## src/rtl/if_stage.sv

```systemverilog
// Instruction-fetch stage with IF/ID register and one-entry skid buffer for the RV32I pipeline.
// Optional macro IFU_MISALIGN_TRAP_EN: misaligned redirects raise a sticky trap and halt fetch.
module if_stage #(
  parameter logic [31:0] RESET_PC  = 32'h0000_0000,
  parameter logic [31:0] NOP_INSTR = 32'h0000_0013
) (
  input  logic        clk,
  input  logic        rst,
  output logic        imem_req,
  output logic [31:0] imem_addr,
  input  logic        imem_rvalid,
  input  logic [31:0] imem_rdata,
  input  logic        stall,
  input  logic        redirect,
  input  logic [31:0] redirect_pc,
  output logic        id_valid,
  output logic [31:0] id_IR,
  output logic [31:0] id_pc,
  output logic [31:0] id_pc_plus4
`ifdef IFU_MISALIGN_TRAP_EN
  ,
  output logic        misalign_trap
`endif
);

`ifdef IFU_MISALIGN_TRAP_EN
  typedef enum logic [2:0] {ST_ISSUE, ST_WAIT, ST_HOLD, ST_DROP, ST_HALT} state_t;
`else
  typedef enum logic [1:0] {ST_ISSUE, ST_WAIT, ST_HOLD, ST_DROP} state_t;
`endif

  state_t      state;
  logic [31:0] pc;
  logic        skid_valid;
  logic [31:0] skid_ir;
  logic [31:0] skid_pc;
  logic [31:0] redir_target;

`ifdef IFU_MISALIGN_TRAP_EN
  logic redir_misaligned;
  assign redir_misaligned = (redirect_pc[1:0] != 2'b00);
  assign redir_target     = redirect_pc;
`else
  assign redir_target     = redirect_pc & 32'hFFFF_FFFC;
`endif

  // Request strobe is live in ISSUE so the first fetch leaves in the first cycle out of reset.
  assign imem_req    = !rst && (state == ST_ISSUE) && !redirect;
  assign imem_addr   = pc;
  assign id_pc_plus4 = id_pc + 32'd4;

  always_ff @(posedge clk) begin
    if (rst) begin
      state      <= ST_ISSUE;
      pc         <= RESET_PC;
      skid_valid <= 1'b0;
      skid_ir    <= NOP_INSTR;
      skid_pc    <= RESET_PC;
      id_valid   <= 1'b0;
      id_IR      <= NOP_INSTR;
      id_pc      <= RESET_PC;
`ifdef IFU_MISALIGN_TRAP_EN
      misalign_trap <= 1'b0;
`endif
    end
`ifdef IFU_MISALIGN_TRAP_EN
    else if (state == ST_HALT) begin
      // Terminal until reset; any late response is simply ignored.
      state <= ST_HALT;
    end else if (redirect && redir_misaligned) begin
      misalign_trap <= 1'b1;
      state         <= ST_HALT;
      skid_valid    <= 1'b0;
      id_valid      <= 1'b0;
      id_IR         <= NOP_INSTR;
    end
`endif
    else if (redirect) begin
      // Flush everything in flight; an outstanding request becomes an orphan to drop.
      pc         <= redir_target;
      skid_valid <= 1'b0;
      id_valid   <= 1'b0;
      id_IR      <= NOP_INSTR;
      case (state)
        ST_WAIT, ST_DROP: state <= imem_rvalid ? ST_ISSUE : ST_DROP;
        default:          state <= ST_ISSUE;
      endcase
    end else begin
      case (state)
        ST_ISSUE: begin
          state <= ST_WAIT;
          if (!stall) begin
            id_valid <= 1'b0;
            id_IR    <= NOP_INSTR;
          end
        end
        ST_WAIT: begin
          if (imem_rvalid) begin
            pc <= pc + 32'd4;
            if (!stall) begin
              id_valid <= 1'b1;
              id_IR    <= imem_rdata;
              id_pc    <= pc;
              state    <= ST_ISSUE;
            end else begin
              skid_valid <= 1'b1;
              skid_ir    <= imem_rdata;
              skid_pc    <= pc;
              state      <= ST_HOLD;
            end
          end else if (!stall) begin
            id_valid <= 1'b0;
            id_IR    <= NOP_INSTR;
          end
        end
        ST_HOLD: begin
          if (!stall) begin
            id_valid   <= skid_valid;
            id_IR      <= skid_valid ? skid_ir : NOP_INSTR;
            id_pc      <= skid_valid ? skid_pc : id_pc;
            skid_valid <= 1'b0;
            state      <= ST_ISSUE;
          end
        end
        ST_DROP: begin
          if (imem_rvalid) state <= ST_ISSUE;
          if (!stall) begin
            id_valid <= 1'b0;
            id_IR    <= NOP_INSTR;
          end
        end
        default: state <= ST_ISSUE;
      endcase
    end
  end

endmodule

```

## config.mk

```make
export PLATFORM = sky130hd
export DESIGN_NAME = if_stage
export DESIGN_NICKNAME = d
export VERILOG_FILES = /design/src/rtl/if_stage.sv
export SDC_FILE = /design/constraint.sdc
export NUM_CORES = 1
export LEC_CHECK = 0
export CAP_MARGIN = 5
export CORE_ASPECT_RATIO = 0.8
export CORE_UTILIZATION = 40
export DETAILED_ROUTE_END_ITERATION = 8
export GPL_ROUTABILITY_DRIVEN = 1
export PLACE_DENSITY = 0.67
export REMOVE_ABC_BUFFERS = 1
export SLEW_MARGIN = 40
export SYNTH_ARGS = -nofsm -noshare
export SYNTH_HDL_FRONTEND = slang
export SYNTH_SLANG_ARGS = --single-unit
```

## constraint.sdc

```tcl
create_clock -name clk -period 2.17 [get_ports clk]
set_input_delay 0.434 -clock clk [delete_from_list [all_inputs] [get_ports clk]]
set_output_delay 0.434 -clock clk [all_outputs]
set_load 0.02 [all_outputs]
```

### After elaboration in Yosys (flattened, before gate mapping)

Cells that the tools add are included.

* register bits: 164
* input port bits: 69
* logic and storage cells: 73

* reductions and logical operators: 18
* bitwise gates (word level): 1
* muxes and demuxes: 31
* $add $sub $neg: 2
* eq/ne operators: 12

Operators by type and width (number)
* $mux 32: 12
* $pmux 32 s3: 1
* $add 32x3->32 const B: 2
* $pmux 32 s2: 1
* $mux 2: 7
* $ne 3x3->1 const B: 4
* $ne 2x2->1 const B: 5
* $pmux 2 s4: 1
* $reduce_and 4->1: 2
* $mux 1: 7
* $reduce_and 2->1: 3
* $reduce_and 6->1: 1
* $reduce_bool 2->1: 3
* $reduce_or 2->1: 3
* $eq 2x2->1 const B: 2
* $pmux 1 s3: 1
* $reduce_and 3->1: 1
* $eq 2x1->1 const B: 1
* $logic_and 1x1->1: 2
* $logic_not 1->1: 2
* $logic_not 2->1: 1
* $pmux 1 s2: 1
* $not 1->1: 1

### Logic depth before layout (Yosys ltp)

* depth in word-level cells: 4
* mapped depth: 10
* depth with buffers taken out: 6

### Least setup slack after synthesis

No wires, ideal clock.

* path kind: reg-to-output
* from: register id_pc[11]
* to: output id_pc_plus4[21]
* arrival time: 2.091 ns
* path buffers: 0
* required time: 1.736 ns
* cell stages (with the launch flop): 5
* setup slack: -0.355 ns
* path through: dfxtp_1 nand4_1 nor4_1 nand4_1 xnor2_1

* longest elaborated chain between the ends: 1

Ends and longest elaborated chain
* start, declared: line 18 `output logic [31:0] id_pc,`
* start signal, assigned: line 103 `id_pc <= pc;`
* start signal, assigned: line 120 `id_pc <= skid_valid ? skid_pc : id_pc;`
* $add 32x3->32: line 50 `assign id_pc_plus4 = id_pc + 32'd4;`
* end, declared: line 19 `output logic [31:0] id_pc_plus4`

Every way passes these cells.

### Final worst setup path

* from: register id_pc[9]
* to: output id_pc_plus4[22]

Same word-level chain as after synthesis.

==> reports/results.tsv <==
metric	value	unit
Async SR Flop Fraction	0	%
drt drc	0	
CP peak stage delay	0.61	ns
Seq. cell area	3180	µm²
Avg WL per Cell	16.7	µm
die height	126	µm
via count	7737	
commonest non-fill, non-tap cell in the layout	clkdlybuf4s50_1	
Worst Tran Pin Value	0.604	ns
Final Power	7490	µW
CTS Root Cell	clkbuf_16	
Clock Pin Slew Worst Setup and Hold Paths	0.07	ns
ranking of synthesized cells by area	dfxtp_1 41%, nand2_1 7.2%, a21oi_1 4.5%, nor2_1 4.5%, a211oi_1 4.3%	
WL final	24.0	mm
Hold WC Path Type	reg -> reg	
leakage	0.00414	µW
fill count	1661	
die width	156	µm
multi-input logic area	4300	µm²
Final Critical Period	2.60	ns
worst-path cell chain	nand4_1 -> buf_4 -> or4_4 -> nor3_4 -> xor2_1 -> buf_4	
Die ar.	19600	µm²
clk sinks	158	
# diodes	0	
Cells after Synth	934	
initial antenna violation count	0	
fin cells	1438	
row count	44	
share of layout cells above drive strength 1	18.6	%
Max Buffers Root-to-Sink	2	
pin count of the biggest net entering global routing	130	
Slew Viols, Final	0	
delay-heaviest family, CP	simple AND/OR/NAND/NOR gates	
Top Metal Used	met4	
skew final	0.0116	ns
CP bufs+invs	2	
worst vdd ir	0.441	mV
global-route wire length before repair	37.9	mm
post-synthesis cell area	7630	µm²
CTS tree	done	
CP Class	reg -> out	
Arr. time, crit path	2.17	ns
Max-Cap Viols	0	
Area Overhead vs Synth	48.1	%
Data required, critical path	1.74	ns
Synth cell types	56	
Pre-antenna DRT Iters	5	
placed insts	1398	
critical path capture point type	output pin	
vias in the first global route	7113	
failing checks	negative setup slack	
Port Buffers	190	
# setup viols final	20	
core area	18400	µm²
met1 wire length	10.9	mm
worst-skew pair later-pin latency	0.43	ns
GP Congestion	0.830	
most frequent cells in the layout	160 x clkdlybuf4s50_1, 145 x nand2_1, 145 x dfxtp_1	
total global-route track usage	24.5	%
post-synthesis sequential area ratio	41.5	%
cell accounting for the most synthesized area	dfxtp_1	
Detailed Place HPWL	16.4	mm
status	complete, but fails checks	
Power per Cell Area	663	nW/µm²
Nets	1249	
CTS buffer count	17	
vias per inst	5.38	
Final Hold Viols	0	
fmax	385	MHz
fin crit share	120	%
GR Overflow Total	0	
Post-synth EDFFs	0	
top-area cell type share of the netlist area	41.5	%
Ports	199	
fin util	61.4	%
Critical-path top delay cell	or4_4	
CP max FO	4	
Final WS setup	-0.429	ns
Setup WS pre-CTS	-0.520	ns
DR WL met3	1.50	mm
1st-iter DRT viols	586	
antenna-violating nets left	0	
synthesized area per cell	8.17	µm²
crit-path most repeated cell	buf_4	
Initial Utilization	41.5	%
#FFs+latches synth	158	
Synth Flop Type	dfxtp_1	
CTS H-tree depth	4	
Ys Warns	0	
CP startpoint kind	register	
Rel. slew slack	59.8	%
met2 WL post-DR	11.1	mm
unrepaired setup endpoints after global routing	yes	
per-layer routing:
metal	GRT usage [%]	up-vias
li1	-	3797
met1	33.4	3647
met2	37.9	261
met3	5.68	32
met4	8.07	0
met5	0	-
synth_stat cells (2+ instances only):
cell type / number
clkbuf_1: 69
inv_1: 26
dfxtp_1: 158
a21oi_1: 69
nand2_1: 146
nor2b_1: 6
a22o_1: 29
or4_1: 2
nor4b_1: 3
nand3b_1: 5
and3_1: 13
ha_1: 6
o211ai_1: 3
nand4_1: 22
a311oi_1: 11
and2_1: 3
nand3_1: 28
or3_1: 7
a2111oi_0: 7
mux2i_1: 30
buf_2: 5
buf_1: 2
nand2b_1: 6
nor3_1: 7
nor4_2: 2
a211oi_1: 44
or2_2: 3
xnor2_1: 22
xor2_1: 16
and4_1: 10
nor2_1: 91
a221oi_1: 4
nor4_1: 7
a22oi_1: 29
o221ai_1: 2
a31oi_1: 2
o21ai_0: 13
a311o_1: 2
o21a_1: 2
buf_4: 6
flip-flops by register name, summed over array words and instances (netlist names):
| name | count |
|---|---|
| skid_valid | 1 |
| skid_pc | 30 |
| state | 2 |
| imem_addr | 30 |
| id_IR | 32 |
| skid_ir | 32 |
| id_pc | 30 |
| id_valid | 1 |
through the flow:
step	area, µm²	hold slack, ns	TNS, ns
CTS	11100	0.455	-5.51
finish	11300	0.455	-6.04
floorplan	7300	0.430	-228.40
global placement	10400	0.441	-8.88
global route	11300	0.472	-8.16
detailed placement	10400	0.446	-10.48
tightest hold or removal path: cells and delay by family (launching register included):
kind,cells,cell delay [ns]
DFF,1,0.31
AOI/OAI and AO/OA,1,0.05
and+or+nand+nor,1,0.05
power by group:
| group | total, µW | switching, µW | leakage, µW | internal, µW |
|---|---|---|---|---|
| Sequential | 3110 | 93.5 | 0.00129 | 3020 |
| Clock | 2910 | 1230 | 0.000275 | 1690 |
| Combinational | 1460 | 780 | 0.00257 | 682 |
| Total | 7490 | 2100 | 0.00414 | 5390 |
cells by family after synthesis:
logic type | share of synthesized area, %
AO/OA/AOI/OAI | 20.6
XOR/XNOR | 4.36
adder cells (fa/ha/maj) | 0.984
buffers and inverters | 5.84
flip-flops | 41.5
multiplexers | 3.94
other | 0.0492
AND/OR/NAND/NOR | 22.8
final cells by class:
| class | count | share of cell area [%] |
|---|---|---|
| clock buffers | 17 | 3.77 |
| multi-input cells | 672 | 38.1 |
| well taps | 253 | 2.80 |
| inverters | 26 | 0.864 |
| repair buffers | 299 | 25.1 |
| clock inverters | 13 | 1.26 |
| flip-flops and latches | 158 | 28.1 |
path summary, 6_finish.rpt:
check	from	endpoint	slack (ns)	cells past startpoint
worst max-delay path	id_pc[9]$_SDFFE_PP0P_	id_pc_plus4[22]	-0.43	6
worst min-delay path	skid_ir[16]$_SDFFE_PP0P_	skid_ir[16]$_SDFFE_PP0P_	0.45	2
worst max register to register	imem_addr[7]$_SDFFE_PP0P_	imem_addr[23]$_SDFFE_PP0P_	0.09	4
worst min register to register	skid_ir[16]$_SDFFE_PP0P_	skid_ir[16]$_SDFFE_PP0P_	0.45	2
repair_timing:
item / 4_1_cts / 5_1_grt
setup buffers: 7 / 4
gates resized for setup: 180 / 37
setup endpoints to repair: 29 / 27
pin swaps: 13 / 16
hold endpoints to repair: 0 / 0
hold buffers: 0 / 0
(Power assumes the default switching activity.)
